$ cat config.mk
export PLATFORM = sky130hd
export DESIGN_NAME = ifid_pipe_ctrl
export DESIGN_NICKNAME = d
export VERILOG_FILES = /design/src/rtl/ifid_pipe_ctrl_pkg.sv /design/src/rtl/ifid_pipe_ctrl_sat_counter.sv /design/src/rtl/ifid_pipe_ctrl.sv
export SDC_FILE = /design/constraint.sdc
export NUM_CORES = 1
export LEC_CHECK = 0
export BUFFER_PORTS_ARGS = -buffer_cell sky130_fd_sc_hd__clkbuf_2
export CORE_MARGIN = 2
export CORE_UTILIZATION = 40
export DETAILED_ROUTE_END_ITERATION = 8
export GPL_TIMING_DRIVEN = 1
export RECOVER_POWER = 25
export SYNTH_ARGS = -nofsm -noshare
export SYNTH_HDL_FRONTEND = slang
export SYNTH_HIERARCHICAL = 1
export SYNTH_SLANG_ARGS = --single-unit
export TNS_END_PERCENT = 30
$ cat constraint.sdc
create_clock -name clk -period 10.9 [get_ports clk]
set_clock_uncertainty 0.05 [all_clocks]
set_input_delay 0.545 -clock clk [delete_from_list [all_inputs] [get_ports clk]]
set_output_delay 0.545 -clock clk [all_outputs]
set_load 0.005 [all_outputs]
$ cat src/rtl/ifid_pipe_ctrl_pkg.sv
// Shared fetch/decode constants and the IF/ID bundle.
// Imported by the fetch control, its counters and the hazard unit.
package ifid_pipe_ctrl_pkg;

    localparam int unsigned XLEN = 32;

    localparam logic [XLEN-1:0] NOP_INSTR_DEF = 32'h0000_0013;
    localparam logic [XLEN-1:0] RESET_PC_DEF  = 32'h0000_0000;
    localparam logic [XLEN-1:0] PC_INC        = 32'd4;

    typedef struct packed {
        logic [XLEN-1:0] pc;
        logic [XLEN-1:0] pc_plus4;
        logic [XLEN-1:0] instr;
        logic            valid;
    } if_id_t;

    // Canonical bubble contents for the IF/ID register.
    function automatic if_id_t ifid_bubble(input logic [XLEN-1:0] nop);
        if_id_t b;
        b.pc       = '0;
        b.pc_plus4 = PC_INC;
        b.instr    = nop;
        b.valid    = 1'b0;
        return b;
    endfunction

endpackage

$ cat src/rtl/ifid_pipe_ctrl_sat_counter.sv
// Saturating event counter used for the stall and flush statistics.
// Sticks at all-ones instead of wrapping.
module sat_counter
    import ifid_pipe_ctrl_pkg::*;
#(
    parameter int unsigned W = XLEN
) (
    input  logic         clk,
    input  logic         reset,
    input  logic         inc,
    output logic [W-1:0] count
);

    logic [W-1:0] count_q;
    logic [W-1:0] count_d;

    // Next count: step by one unless already saturated.
    always_comb begin
        count_d = count_q;
        if (inc && (count_q != {W{1'b1}})) begin
            count_d = count_q + 1'b1;
        end
    end

    // Count register, cleared asynchronously.
    always_ff @(posedge clk or posedge reset) begin
        if (reset) begin
            count_q <= '0;
        end else begin
            count_q <= count_d;
        end
    end

    assign count = count_q;

endmodule

$ cat src/rtl/ifid_pipe_ctrl.sv
// Fetch PC and IF/ID pipeline register with flush/stall control.
// Flush beats stall beats advance; stall/flush events are counted.
module ifid_pipe_ctrl
    import ifid_pipe_ctrl_pkg::*;
#(
    parameter logic [XLEN-1:0] RESET_PC  = RESET_PC_DEF,
    parameter logic [XLEN-1:0] NOP_INSTR = NOP_INSTR_DEF
) (
    input  logic            clk,
    input  logic            reset,
    input  logic            stall,
    input  logic            flush,
    input  logic [XLEN-1:0] redirect_target,
    input  logic [XLEN-1:0] imem_instr,
    output logic [XLEN-1:0] pc_out,
    output logic [XLEN-1:0] ID_pc,
    output logic [XLEN-1:0] ID_pc_plus4,
    output logic [XLEN-1:0] ID_instr,
    output logic            ID_valid,
    output logic            EX_bubble,
    output logic [XLEN-1:0] stall_count,
    output logic [XLEN-1:0] flush_count
);

    logic [XLEN-1:0] pc_q;
    logic [XLEN-1:0] pc_d;
    if_id_t          ifid_q;
    if_id_t          ifid_d;
    logic            stall_inc;
    logic            flush_inc;

    // Select exactly one action per edge: redirect, hold, or advance.
    always_comb begin
        pc_d   = pc_q;
        ifid_d = ifid_q;
        if (flush) begin
            pc_d   = {redirect_target[XLEN-1:2], 2'b00};
            ifid_d = ifid_bubble(NOP_INSTR);
        end else if (!stall) begin
            pc_d            = pc_q + PC_INC;
            ifid_d.pc       = pc_q;
            ifid_d.pc_plus4 = pc_q + PC_INC;
            ifid_d.instr    = imem_instr;
            ifid_d.valid    = 1'b1;
        end
    end

    // PC and IF/ID state; reset loads the start PC and a bubble.
    always_ff @(posedge clk or posedge reset) begin
        if (reset) begin
            pc_q   <= RESET_PC;
            ifid_q <= ifid_bubble(NOP_INSTR);
        end else begin
            pc_q   <= pc_d;
            ifid_q <= ifid_d;
        end
    end

    // A flush that coincides with a stall counts only as a flush.
    always_comb begin
        stall_inc = stall & ~flush;
        flush_inc = flush;
    end

    sat_counter #(.W(XLEN)) u_stall_cnt (
        .clk   (clk),
        .reset (reset),
        .inc   (stall_inc),
        .count (stall_count)
    );

    sat_counter #(.W(XLEN)) u_flush_cnt (
        .clk   (clk),
        .reset (reset),
        .inc   (flush_inc),
        .count (flush_count)
    );

    assign pc_out      = pc_q;
    assign ID_pc       = ifid_q.pc;
    assign ID_pc_plus4 = ifid_q.pc_plus4;
    assign ID_instr    = ifid_q.instr;
    assign ID_valid    = ifid_q.valid;
    assign EX_bubble   = stall | flush;

endmodule

==> impl_metrics.tcl <==
set metrics [dict create \
    status "complete, but fails checks" \
    violations "capacitance limit, slew limit" \
    worstHoldStart "redirect_target[6]" \
    num_vias 7667 \
    flip_flop_and_latch_count_after_synthesis 188 \
    clock_sinks 188 \
    die-area_sq_um 24200 \
    layout.cells.most_common "sky130_fd_sc_hd__clkbuf_2" \
    global_route.overflow_total 0 \
    most-common-layout-cells "sky130_fd_sc_hd__clkbuf_2, sky130_fd_sc_hd__dfrtp_1, sky130_fd_sc_hd__nor2_1" \
    rsz0062_at_grt "false" \
    drv_slew 180 \
    postSynth.topFlopCell "sky130_fd_sc_hd__dfrtp_1" \
    p_per_area_nw_per_um2 155 \
    grt_pass1_wl_microns 40300 \
    finalSetupViolations 0 \
    portBuffers 257 \
    min_period_ns 4.35 \
    placeableCoreArea_sq_um 22600 \
    drtIter0Drc 406 \
    fmax_mhz 230 \
    pin_count 262 \
    wl_per_cell_microns 17.6 \
    crit_path_max_incr_delay_ns 1.88 \
    leakage_nw 5.32 \
    cp_data_arrival_time_ns 4.62 \
    r2r.worst_path.cells 4 \
    cts.repair_timing.setup_buffer_count 0 \
    synth-seq-area-share_pct 51.2 \
    cap_viol_max_count 4 \
    ctsRootBufferMaster "sky130_fd_sc_hd__clkbuf_16" \
    syn-mean-instance-area_sq_um 10.3 \
    grt_pass1_vias 7365 \
    route.antenna.remaining_nets 0 \
    crit_required_ns 11.17 \
    detailedPlacementHpwl_microns 16900 \
    fin_nets 1182 \
    tightestPinTransition_ns 2.82 \
    r2r-start "pc_out[4]" \
    route.detailed.drc 0 \
    worst_setup_path_start_kind "input port" \
    global_route.usage.total_pct 20.7 \
    slack_of_the_worst_reg_to_reg_path_ns 7.80 \
    timing.critical_path.to_type "register" \
    path_cells "clkbuf_1 > inv_1 > nor2_1 > buf_4 > nand3_1 > or4_4 > a311oi_4 > nand4_1 > xnor2_1" \
    fillers 2139 \
    post_drt_via_cell_ratio 5.44 \
    core.rowCount 55 \
    insertion_delay_ns 0.43 \
    htree_levels 4 \
    post_synth_instance_area_sq_um 9200 \
    cts.clk_slew.worst_paths_ns 0.07 \
    maxSlewHeadroom_pct -89.0 \
    cp_num_buf_inv 3 \
    tns_ns 0 \
    initial_core_utilization_pct 40.7 \
    maximum_number_of_pins_on_one_net_before_global_route_repair 85 \
    firstDrtPassIters 4 \
    period_utilisation_layout_pct 39.9 \
    holdBufCountCts 0 \
    ir_worst_vdd_mv 0.0921 \
    synth-async-reset-ratio_pct 100 \
    post_cts.resized_instances 0 \
    dieWidth_microns 156 \
    synthToLayoutAreaGrowth_pct 21.9 \
    total_power_w 0.00174 \
    synth_cell_type_count 59 \
    worstHoldPathCells 3 \
    gp_routability_congestion 0.750 \
    synth_edf_count 0 \
    cp_max_fo 50 \
    holdCritPathClass "input port to register" \
    antenna-diode-count 0 \
    setup.worst_path.class "input port to register" \
    critPathTopFamily "buffers and inverters" \
    wl_microns 24800 \
    timing_hold_violations_final 0 \
    cts_buffer_depth 2 \
    tritoncts "yes" \
    number_of_antenna_violations_at_the_first_check_in_global_routing 1 \
    die_height_microns 156 \
    regToRegEndpoint "ID_pc_plus4[27]" \
    numCtsBuffers 17 \
    worst_path_max_delay_cell "sky130_fd_sc_hd__clkbuf_1" \
    drive_above_1_share_pct 28.2 \
    hold_end "pc_out[6]" \
    postSynthCellCount 896 \
    ys_warnings 6 \
]
-- state kept, by name (all words and copies together) (netlist names) --
name,cells
pc_out,30
ID_pc,31
u_stall_cnt/count,32
ID_valid,1
ID_instr,32
u_flush_cnt/count,32
ID_pc_plus4,30
-- through the flow --
| step | setup WS (ns) | instances | util (%) | hold WS (ns) | instance area [sq um] |
|---|---|---|---|---|---|
| after CTS | 7.80 | 1409 | 49.7 | 0.169 | 11200 |
| after detailed placement | 7.60 | 1377 | 47.0 | 0.426 | 10600 |
| after global placement | 7.62 | 1377 | 47.0 | 0.414 | 10600 |
| after global routing | 6.18 | 1409 | 49.7 | 0.268 | 11200 |
| after floorplan | 7.01 | 897 | - | 0.423 | 9200 |
| final | 6.55 | 1409 | 49.7 | 0.270 | 11200 |
-- worst max-delay path by stage --
stage | to | slack, ns | cells past startpoint | start
after global placement | u_stall_cnt/count[31] | 7.62 | 9 | stall
after detailed placement | u_stall_cnt/count[31] | 7.60 | 9 | stall
final | u_stall_cnt/count[31] | 6.55 | 9 | stall
after global routing | u_stall_cnt/count[27] | 6.18 | 9 | stall
after floorplan | ID_instr[10] | 7.01 | 1 | reset
after CTS | ID_pc_plus4[23] | 7.80 | 4 | pc_out[4]
-- synth_stat cells (3+ instances only) --
master                     instances  area, sq um
sky130_fd_sc_hd__nand4_1          35          219
sky130_fd_sc_hd__inv_1            13         48.8
sky130_fd_sc_hd__clkbuf_1         43          161
sky130_fd_sc_hd__nand2_1          62          233
sky130_fd_sc_hd__and3_1           24          150
sky130_fd_sc_hd__mux2i_1          60          601
sky130_fd_sc_hd__o31ai_1          11         82.6
sky130_fd_sc_hd__a211oi_1          9         67.6
sky130_fd_sc_hd__dfstp_2           4          105
sky130_fd_sc_hd__or4_1            18          135
sky130_fd_sc_hd__nor4_1           11         68.8
sky130_fd_sc_hd__xor2_1            7         61.3
sky130_fd_sc_hd__buf_1             4         15.0
sky130_fd_sc_hd__nor2b_1           4         25.0
sky130_fd_sc_hd__nand4_2           3         37.5
sky130_fd_sc_hd__buf_4             8         60.1
sky130_fd_sc_hd__nand3_1          52          260
sky130_fd_sc_hd__and4_1            6         52.6
sky130_fd_sc_hd__a31oi_1          17          106
sky130_fd_sc_hd__o211ai_1          3         22.5
sky130_fd_sc_hd__xnor2_1          75          657
sky130_fd_sc_hd__nor3_1           12         60.1
sky130_fd_sc_hd__buf_2            11         55.1
sky130_fd_sc_hd__clkbuf_2          4         20.0
sky130_fd_sc_hd__dfrtp_1         184         4600
sky130_fd_sc_hd__or3_1            11         68.8
sky130_fd_sc_hd__o21ai_0          26          130
sky130_fd_sc_hd__a41oi_1           4         35.0
sky130_fd_sc_hd__nor2_1          110          413
sky130_fd_sc_hd__a21oi_1          17         85.1
sky130_fd_sc_hd__a311oi_1          6         52.6
sky130_fd_sc_hd__ha_1              3         37.5
-- kinds of logic after synthesis --
| kind of cell | share of synthesized area [%] |
|---|---|
| adders and majority gates | 0.408 |
| buffers and inverters | 4.04 |
| AOI/OAI and AO/OA | 9.02 |
| DFF | 51.2 |
| muxes | 6.77 |
| and+or+nand+nor | 20.7 |
| other | 0.0408 |
| xor gates and xnor gates | 7.81 |
-- layout make-up --
cell class                      count  area (sq um)  area share (%)
Clock buffer                       18           429            3.83
Clock inverter                     14           199            1.77
Inverter                           13          50.0           0.446
Multi-Input combinational cell    625          4120            36.8
Sequential cell                   188          4710            42.0
Tap cell                          285           357            3.18
Timing Repair Buffer              266          1350            12.0
-- power by group --
part	switching (W)	internal, W
clock	0.000307	0.000354
sequential	0.0000819	0.000755
combinational	0.000130	0.000115
total	0.000519	0.00122
-- layer usage --
metal / part of all wire, % / track usage (%)
met5: 0 / 0
met4: 1.5 / 5.85
met3: 8.0 / 6.53
met2: 45 / 31.8
met1: 46 / 28.2
-- tightest hold or removal path: cells and delay by family --
kind / cells / cell delay (ns)
AO/OA/AOI/OAI: 1 / 0.05
buffers and inverters: 1 / 0.08
AND/OR/NAND/NOR: 1 / 0.04
No activity file was read; power rests on OpenSTA's default activity.
